File: src/rtl/decode_stage.sv
// decode_stage: RV32I decoder with a small skid FIFO on the output.
// Optional macro DECODE_STAGE_M_EN accepts OP funct7=0000001 (MUL/DIV).
//
// Ports:
//   clk, rst_n          clock, async active-low reset
//   flush               drop all buffered entries
//   in_valid/in_ready   input handshake (in_inst, in_pc)
//   out_valid/out_ready output handshake (decoded fields)
//   out_pc/imm/opcode/funct3/funct7/rs1/rs2/rd/fmt/invalid
//   decoded_count, invalid_count  saturating statistics
module decode_stage #(
  parameter int PC_W  = 32,
  parameter int DEPTH = 2,
  parameter int CNT_W = 16
) (
  input  logic             clk,
  input  logic             rst_n,
  input  logic             flush,
  input  logic             in_valid,
  output logic             in_ready,
  input  logic [31:0]      in_inst,
  input  logic [PC_W-1:0]  in_pc,
  output logic             out_valid,
  input  logic             out_ready,
  output logic [PC_W-1:0]  out_pc,
  output logic [31:0]      out_imm,
  output logic [6:0]       out_opcode,
  output logic [2:0]       out_funct3,
  output logic [6:0]       out_funct7,
  output logic [4:0]       out_rs1,
  output logic [4:0]       out_rs2,
  output logic [4:0]       out_rd,
  output logic [5:0]       out_fmt,
  output logic             out_invalid,
  output logic [CNT_W-1:0] decoded_count,
  output logic [CNT_W-1:0] invalid_count
);

  localparam int PTR_W =
    (DEPTH > 1) ? $clog2(DEPTH) : 1;
  localparam logic [PTR_W-1:0] LAST =
    PTR_W'(DEPTH - 1);
  localparam logic [2:0] FULL = 3'(DEPTH);

  localparam logic [6:0] OP_LUI   = 7'b0110111;
  localparam logic [6:0] OP_AUIPC = 7'b0010111;
  localparam logic [6:0] OP_JAL   = 7'b1101111;
  localparam logic [6:0] OP_JALR  = 7'b1100111;
  localparam logic [6:0] OP_BR    = 7'b1100011;
  localparam logic [6:0] OP_LOAD  = 7'b0000011;
  localparam logic [6:0] OP_STORE = 7'b0100011;
  localparam logic [6:0] OP_IMM   = 7'b0010011;
  localparam logic [6:0] OP_MISC  = 7'b0001111;
  localparam logic [6:0] OP_SYS   = 7'b1110011;
  localparam logic [6:0] OP_OP    = 7'b0110011;

  localparam logic [6:0] F7_Z   = 7'b0000000;
  localparam logic [6:0] F7_ALT = 7'b0100000;
  localparam logic [6:0] F7_M   = 7'b0000001;

  // fmt bit positions, R is the MSB
  localparam int F_R = 5;
  localparam int F_I = 4;
  localparam int F_S = 3;
  localparam int F_B = 2;
  localparam int F_U = 1;
  localparam int F_J = 0;

  typedef struct packed {
    logic [PC_W-1:0] pc;
    logic [31:0]     imm;
    logic [6:0]      opcode;
    logic [2:0]      funct3;
    logic [6:0]      funct7;
    logic [4:0]      rs1;
    logic [4:0]      rs2;
    logic [4:0]      rd;
    logic [5:0]      fmt;
    logic            invalid;
  } entry_t;

`ifdef DECODE_STAGE_M_EN
  localparam logic M_OK = 1'b1;
`else
  localparam logic M_OK = 1'b0;
`endif

  // ---------------- decode ----------------
  logic [6:0] opc;
  logic [2:0] f3;
  logic [6:0] f7;
  logic [5:0] fmt_raw;
  logic       legal;
  logic [5:0] fmt;
  logic [31:0] imm;
  entry_t     dec;

  assign opc = in_inst[6:0];
  assign f3  = in_inst[14:12];
  assign f7  = in_inst[31:25];

  // Opcodes all end in 2'b11, so a bad low
  // pair never matches and falls to default.
  always_comb begin
    fmt_raw = '0;
    legal   = 1'b0;
    unique case (1'b1)
      (opc == OP_LUI),
      (opc == OP_AUIPC): begin
        fmt_raw[F_U] = 1'b1;
        legal = 1'b1;
      end
      (opc == OP_JAL): begin
        fmt_raw[F_J] = 1'b1;
        legal = 1'b1;
      end
      (opc == OP_JALR): begin
        fmt_raw[F_I] = 1'b1;
        legal = (f3 == 3'b000);
      end
      (opc == OP_BR): begin
        fmt_raw[F_B] = 1'b1;
        legal = (f3 != 3'b010) &&
                (f3 != 3'b011);
      end
      (opc == OP_LOAD): begin
        fmt_raw[F_I] = 1'b1;
        legal = (f3 != 3'b011) &&
                (f3 != 3'b110) &&
                (f3 != 3'b111);
      end
      (opc == OP_STORE): begin
        fmt_raw[F_S] = 1'b1;
        legal = (f3 <= 3'b010);
      end
      (opc == OP_IMM): begin
        fmt_raw[F_I] = 1'b1;
        unique case (f3)
          3'b001:  legal = (f7 == F7_Z);
          3'b101:  legal = (f7 == F7_Z) ||
                           (f7 == F7_ALT);
          default: legal = 1'b1;
        endcase
      end
      (opc == OP_MISC),
      (opc == OP_SYS): begin
        fmt_raw[F_I] = 1'b1;
        legal = 1'b1;
      end
      (opc == OP_OP): begin
        fmt_raw[F_R] = 1'b1;
        legal = (f7 == F7_Z) ||
                ((f7 == F7_ALT) &&
                 ((f3 == 3'b000) ||
                  (f3 == 3'b101))) ||
                (M_OK && (f7 == F7_M));
      end
      default: begin
        fmt_raw = '0;
        legal   = 1'b0;
      end
    endcase
  end

  assign fmt = legal ? fmt_raw : 6'b0;

  always_comb begin
    imm = '0;
    unique case (1'b1)
      fmt[F_I]:
        imm = {{20{in_inst[31]}},
               in_inst[31:20]};
      fmt[F_S]:
        imm = {{20{in_inst[31]}},
               in_inst[31:25],
               in_inst[11:7]};
      fmt[F_B]:
        imm = {{19{in_inst[31]}},
               in_inst[31], in_inst[7],
               in_inst[30:25],
               in_inst[11:8], 1'b0};
      fmt[F_U]:
        imm = {in_inst[31:12], 12'b0};
      fmt[F_J]:
        imm = {{11{in_inst[31]}},
               in_inst[31],
               in_inst[19:12],
               in_inst[20],
               in_inst[30:21], 1'b0};
      default: imm = '0;
    endcase
  end

  // fmt is zero when illegal, so the register
  // fields clear along with it.
  always_comb begin
    dec         = '0;
    dec.pc      = in_pc;
    dec.imm     = imm;
    dec.opcode  = opc;
    dec.funct3  = f3;
    dec.funct7  = f7;
    dec.fmt     = fmt;
    dec.invalid = ~legal;
    if (fmt[F_R] | fmt[F_I] |
        fmt[F_S] | fmt[F_B])
      dec.rs1 = in_inst[19:15];
    if (fmt[F_R] | fmt[F_S] | fmt[F_B])
      dec.rs2 = in_inst[24:20];
    if (fmt[F_R] | fmt[F_I] |
        fmt[F_U] | fmt[F_J])
      dec.rd = in_inst[11:7];
  end

  // ---------------- buffer ----------------
  entry_t           mem_q [DEPTH];
  entry_t           mem_d [DEPTH];
  logic [PTR_W-1:0] wr_q, wr_d;
  logic [PTR_W-1:0] rd_q, rd_d;
  logic [2:0]       cnt_q, cnt_d;
  logic [CNT_W-1:0] dcnt_q, dcnt_d;
  logic [CNT_W-1:0] icnt_q, icnt_d;
  logic             alive_q, alive_d;
  logic             push, pop;
  entry_t           head;

  function automatic logic [PTR_W-1:0] nxt(
    input logic [PTR_W-1:0] p
  );
    return (p == LAST) ? '0 : p + 1'b1;
  endfunction

  // alive_q holds in_ready low until the
  // first edge after reset release.
  assign alive_d  = 1'b1;
  assign in_ready = alive_q &&
                    (cnt_q < FULL) && !flush;
  assign out_valid = (cnt_q != 3'd0);
  assign push = in_valid && in_ready;
  assign pop  = out_valid && out_ready;

  always_comb begin
    mem_d  = mem_q;
    wr_d   = wr_q;
    rd_d   = rd_q;
    cnt_d  = cnt_q;
    dcnt_d = dcnt_q;
    icnt_d = icnt_q;
    if (flush) begin
      wr_d  = '0;
      rd_d  = '0;
      cnt_d = '0;
    end else begin
      if (push) begin
        mem_d[wr_q] = dec;
        wr_d = nxt(wr_q);
      end
      if (pop)
        rd_d = nxt(rd_q);
      unique case ({push, pop})
        2'b10:   cnt_d = cnt_q + 3'd1;
        2'b01:   cnt_d = cnt_q - 3'd1;
        default: cnt_d = cnt_q;
      endcase
    end
    if (push && (dcnt_q != '1))
      dcnt_d = dcnt_q + 1'b1;
    if (push && dec.invalid &&
        (icnt_q != '1))
      icnt_d = icnt_q + 1'b1;
  end

  always_ff @(posedge clk or negedge rst_n) begin
    if (!rst_n) begin
      for (int i = 0; i < DEPTH; i++)
        mem_q[i] <= '0;
      wr_q    <= '0;
      rd_q    <= '0;
      cnt_q   <= '0;
      dcnt_q  <= '0;
      icnt_q  <= '0;
      alive_q <= 1'b0;
    end else begin
      mem_q   <= mem_d;
      wr_q    <= wr_d;
      rd_q    <= rd_d;
      cnt_q   <= cnt_d;
      dcnt_q  <= dcnt_d;
      icnt_q  <= icnt_d;
      alive_q <= alive_d;
    end
  end

  assign head = out_valid ? mem_q[rd_q] : '0;

  assign out_pc        = head.pc;
  assign out_imm       = head.imm;
  assign out_opcode    = head.opcode;
  assign out_funct3    = head.funct3;
  assign out_funct7    = head.funct7;
  assign out_rs1       = head.rs1;
  assign out_rs2       = head.rs2;
  assign out_rd        = head.rd;
  assign out_fmt       = head.fmt;
  assign out_invalid   = head.invalid;
  assign decoded_count = dcnt_q;
  assign invalid_count = icnt_q;

endmodule

File: config.mk
export PLATFORM = sky130hd
export DESIGN_NAME = decode_stage
export DESIGN_NICKNAME = d
export VERILOG_FILES = /design/src/rtl/decode_stage.sv
export SDC_FILE = /design/constraint.sdc
export NUM_CORES = 1
export LEC_CHECK = 0
export CAP_MARGIN = 5
export CORE_MARGIN = 2
export CORE_UTILIZATION = 35
export CTS_CLUSTER_SIZE = 30
export DETAILED_ROUTE_END_ITERATION = 8
export MAX_ROUTING_LAYER = met4
export PLACE_DENSITY = 0.57
export SLEW_MARGIN = 20
export SYNTH_ARGS = -nofsm -noshare
export SYNTH_HDL_FRONTEND = slang
export SYNTH_SLANG_ARGS = --single-unit
File: constraint.sdc
create_clock -name clk -period 2.3 [get_ports clk]
set_input_delay 0.46 -clock clk [delete_from_list [all_inputs] [get_ports clk]]
set_output_delay 0.46 -clock clk [all_outputs]
set_load 0.05 [all_outputs]
==> impl_metrics.ini <==
[floorplan]
core_um2 = 32700
start_util_pct = 35.8
die_y_um = 187
dieArea_um2 = 34900
dieWidth_um = 187
io_pins = 206
rows = 66

[timing]
slew_viol_final = 0
holdWs_ns = 0.321
fmax_ghz = 0.416
tightest_slew_ns = 0.519
fin_crit_sh_pct = 105
layout_setup_ws_ns = -0.104
slew_headroom_pct = 65.4
period_needed_ns = 2.40
grt_setup_unrepaired = yes
finClkSkew_ns = 0.0270
hold_viol_final = 0
setup_viol = 96

[logic_synthesis]
netlist_top_cells_count = nand2_1 (366), dfrtp_1 (244), nor2_1 (218), mux2i_1 (105), clkbuf_1 (56)
synth_top_area_share_pct = 52.1
synth_warnings = 0
avgSynthCellArea_um2 = 9.04
synth_cells = 1296
synth_top_flop_cell = dfrtp_1
synth_fa_ha_area_share_pct = 0.385
syn-num-nets = 1368
ys_seq_area_share_pct = 52.1
synth.distinct_cells = 62
synthTopCellsByArea = dfrtp_1 (52%), nand2_1 (12%), mux2i_1 (9.0%), nor2_1 (7.0%), a31oi_1 (2.4%)
synth_compound_area_share_pct = 6.29
synth_edf_count = 0
synthSimpleGateAreaFrac_pct = 25.2
yosys.area.top_type = dfrtp_1
synth-xor-area-share_pct = 2.32
synth_mux_area_share_pct = 10.3
netlist_area_um2 = 11700
synth.most_common_cell = nand2_1
ys_ff_latch = 244
synth_top_family_by_area = simple AND/OR/NAND/NOR gates
async_flop_share_pct = 100

[pwr]
power.density_nw_per_um2 = 1480
vdd.ir_drop.worst_mv = 1.44
p_leak_nw = 8.19

[route]
drc = 0
first_pass_iters = 5
drtIter0Drc = 698
routed_wl_um = 38200
viasPerCell = 4.99
antenna_left = 0
wire_per_inst_um = 18.4
via_count = 10400

[clock_network]
clock-sinks = 244
cts_tree = built
cts_buffer_depth = 3
cts-buffers-inserted = 29
ctsRootBufferMaster = clkbuf_16
path_clk_slew_ns = 0.06
htreeDepth = 1
worstSkewPairLatency_ns = 0.56

[grt]
grt_pass1_vias = 10500
grt_overflow_total = 0
grt_max_degree = 61
grt_pass1_wl_um = 60100
track_usage_pct = 22.1
antenna_found_initial = 7

[final_layout]
design_area_um2 = 18100
fillers = 2888
final_nets = 1681
instances_no_fill = 2079
drive_above_1_share_pct = 30.9
area_growth_pct = 54.6

[critical_path]
cp_data_arrival_time_ns = 1.94
crit_type = flop to output pin
critPathCaptureType = output pin
crit_fanout = 6
cp-start-kind = flop
critical_path_required_ns = 1.84

[placement]
placed_cell_area_um2 = 15500
io_buffers = 205
gp_congestion = 0.839
dp.cells = 1974
dpl.hpwl_um = 24300

[worst_hold_path]
holdCritPathClass = primary input to flop

[job]
drv_cap = 0

[status]
status = finished with violations
violations = negative setup slack
-- worst max-delay path: stages (launching register included) --
cell and delay, ns:
dfrtp_4 0.54, buf_8 0.18, buf_16 0.15, mux2i_2 0.15, nor2_2 0.20, buf_12 0.17
-- per-layer routing --
layer,vias up,part of all wire [%],global-route usage [%]
met4,0,2.4,5.34
li1,4940,-,-
met5,-,0,-
met3,59,5.5,4.30
met1,5113,44,29.0
met2,266,48,35.5
-- path summary, 6_finish.rpt --
path	from	endpoint	slack, ns	cells past startpoint
worst max register to register	cnt_q[2]	mem_q[7]	0.19	7
worst min-delay path	in_inst[1]	mem_q[136]	0.32	4
worst min register to register	mem_q[136]	mem_q[136]	0.47	2
worst max-delay path	rd_q	out_imm[11]	-0.10	5
min in group asynchronous	rst_n	invalid_count[4]	0.43	2
max in group asynchronous	rst_n	decoded_count[7]	1.18	3
-- sequential cells by signal (all words and copies together), names as in the netlist --
name and count:
alive_q 1, cnt_q 3, decoded_count 16, invalid_count 16, mem_q 206, rd_q 1
wr_q 1
-- layout by cell type (no fill, tap or decap), drive strengths merged, types with 3 or more instances in the layout --
| master | count |
|---|---|
| xnor2 | 15 |
| a31oi | 44 |
| nand3b | 3 |
| a211oi | 3 |
| and4 | 5 |
| clkdlybuf4s50 | 69 |
| clkinv | 4 |
| dfrtp | 244 |
| nand2b | 3 |
| nand4 | 9 |
| xor2 | 16 |
| o21ai | 33 |
| nor2 | 218 |
| dlymetal6s2s | 13 |
| a32o | 4 |
| clkbuf | 51 |
| a21oi | 6 |
| dlygate4sd2 | 13 |
| mux2i | 106 |
| diode | 5 |
| nor3 | 46 |
| buf | 266 |
| and3 | 7 |
| nand2 | 366 |
| nand3 | 19 |
| nor4 | 7 |
| mux2 | 11 |
| inv | 8 |
| and2 | 6 |
-- power by group --
| part | total, W | internal (W) | switching [W] |
|---|---|---|---|
| clock | 0.00462 | 0.00277 | 0.00184 |
| sequential | 0.00712 | 0.00595 | 0.00117 |
| combinational | 0.0150 | 0.00647 | 0.00858 |
| total | 0.0268 | 0.0152 | 0.0116 |
-- logic make-up after synthesis --
group	Yosys count
xor gates and xnor gates	31
DFF	244
other	1
muxes	117
and+or+nand+nor	702
buffers and inverters	93
adders and majority gates	3
AOI/OAI and AO/OA	105
-- area by class of cell --
cell class                 count  area (µm²)  area share, %
inverter                       6        22.5          0.124
sequential                   244        6110           33.8
tap                          442         553           3.06
antenna                        5        12.5         0.0691
clock inverter                 9         105          0.581
multi-input combinational    959        6040           33.4
clock buffer                  45         856           4.73
timing repair buffer         369        4390           24.3
-- stage by stage --
stage | TNS (ns) | utilization, % | power [W] | setup WS (ns)
2_1_floorplan | -0.0635 | - | 0.0145 | -0.0635
3_3_place_gp | -90.00 | 47.4 | 0.0185 | -0.786
3_5_place_dp | -91.95 | 47.4 | 0.0186 | -0.789
4_1_cts | -5.62 | 54.0 | 0.0261 | -0.118
5_1_grt | -9.71 | 55.3 | 0.0282 | -0.139
6_report | -3.88 | 55.3 | 0.0268 | -0.104
-- repair_timing --
item | CTS | global route
setup endpoints to repair | 206 | 171
hold buffers | 1 | 0
setup buffers | 27 | 3
gates cloned | 13 | 3
pin swaps | 14 | 21
resized for setup | 173 | 92
endpoints found under the hold margin | 48 | 0
(Power assumes the default switching activity.)
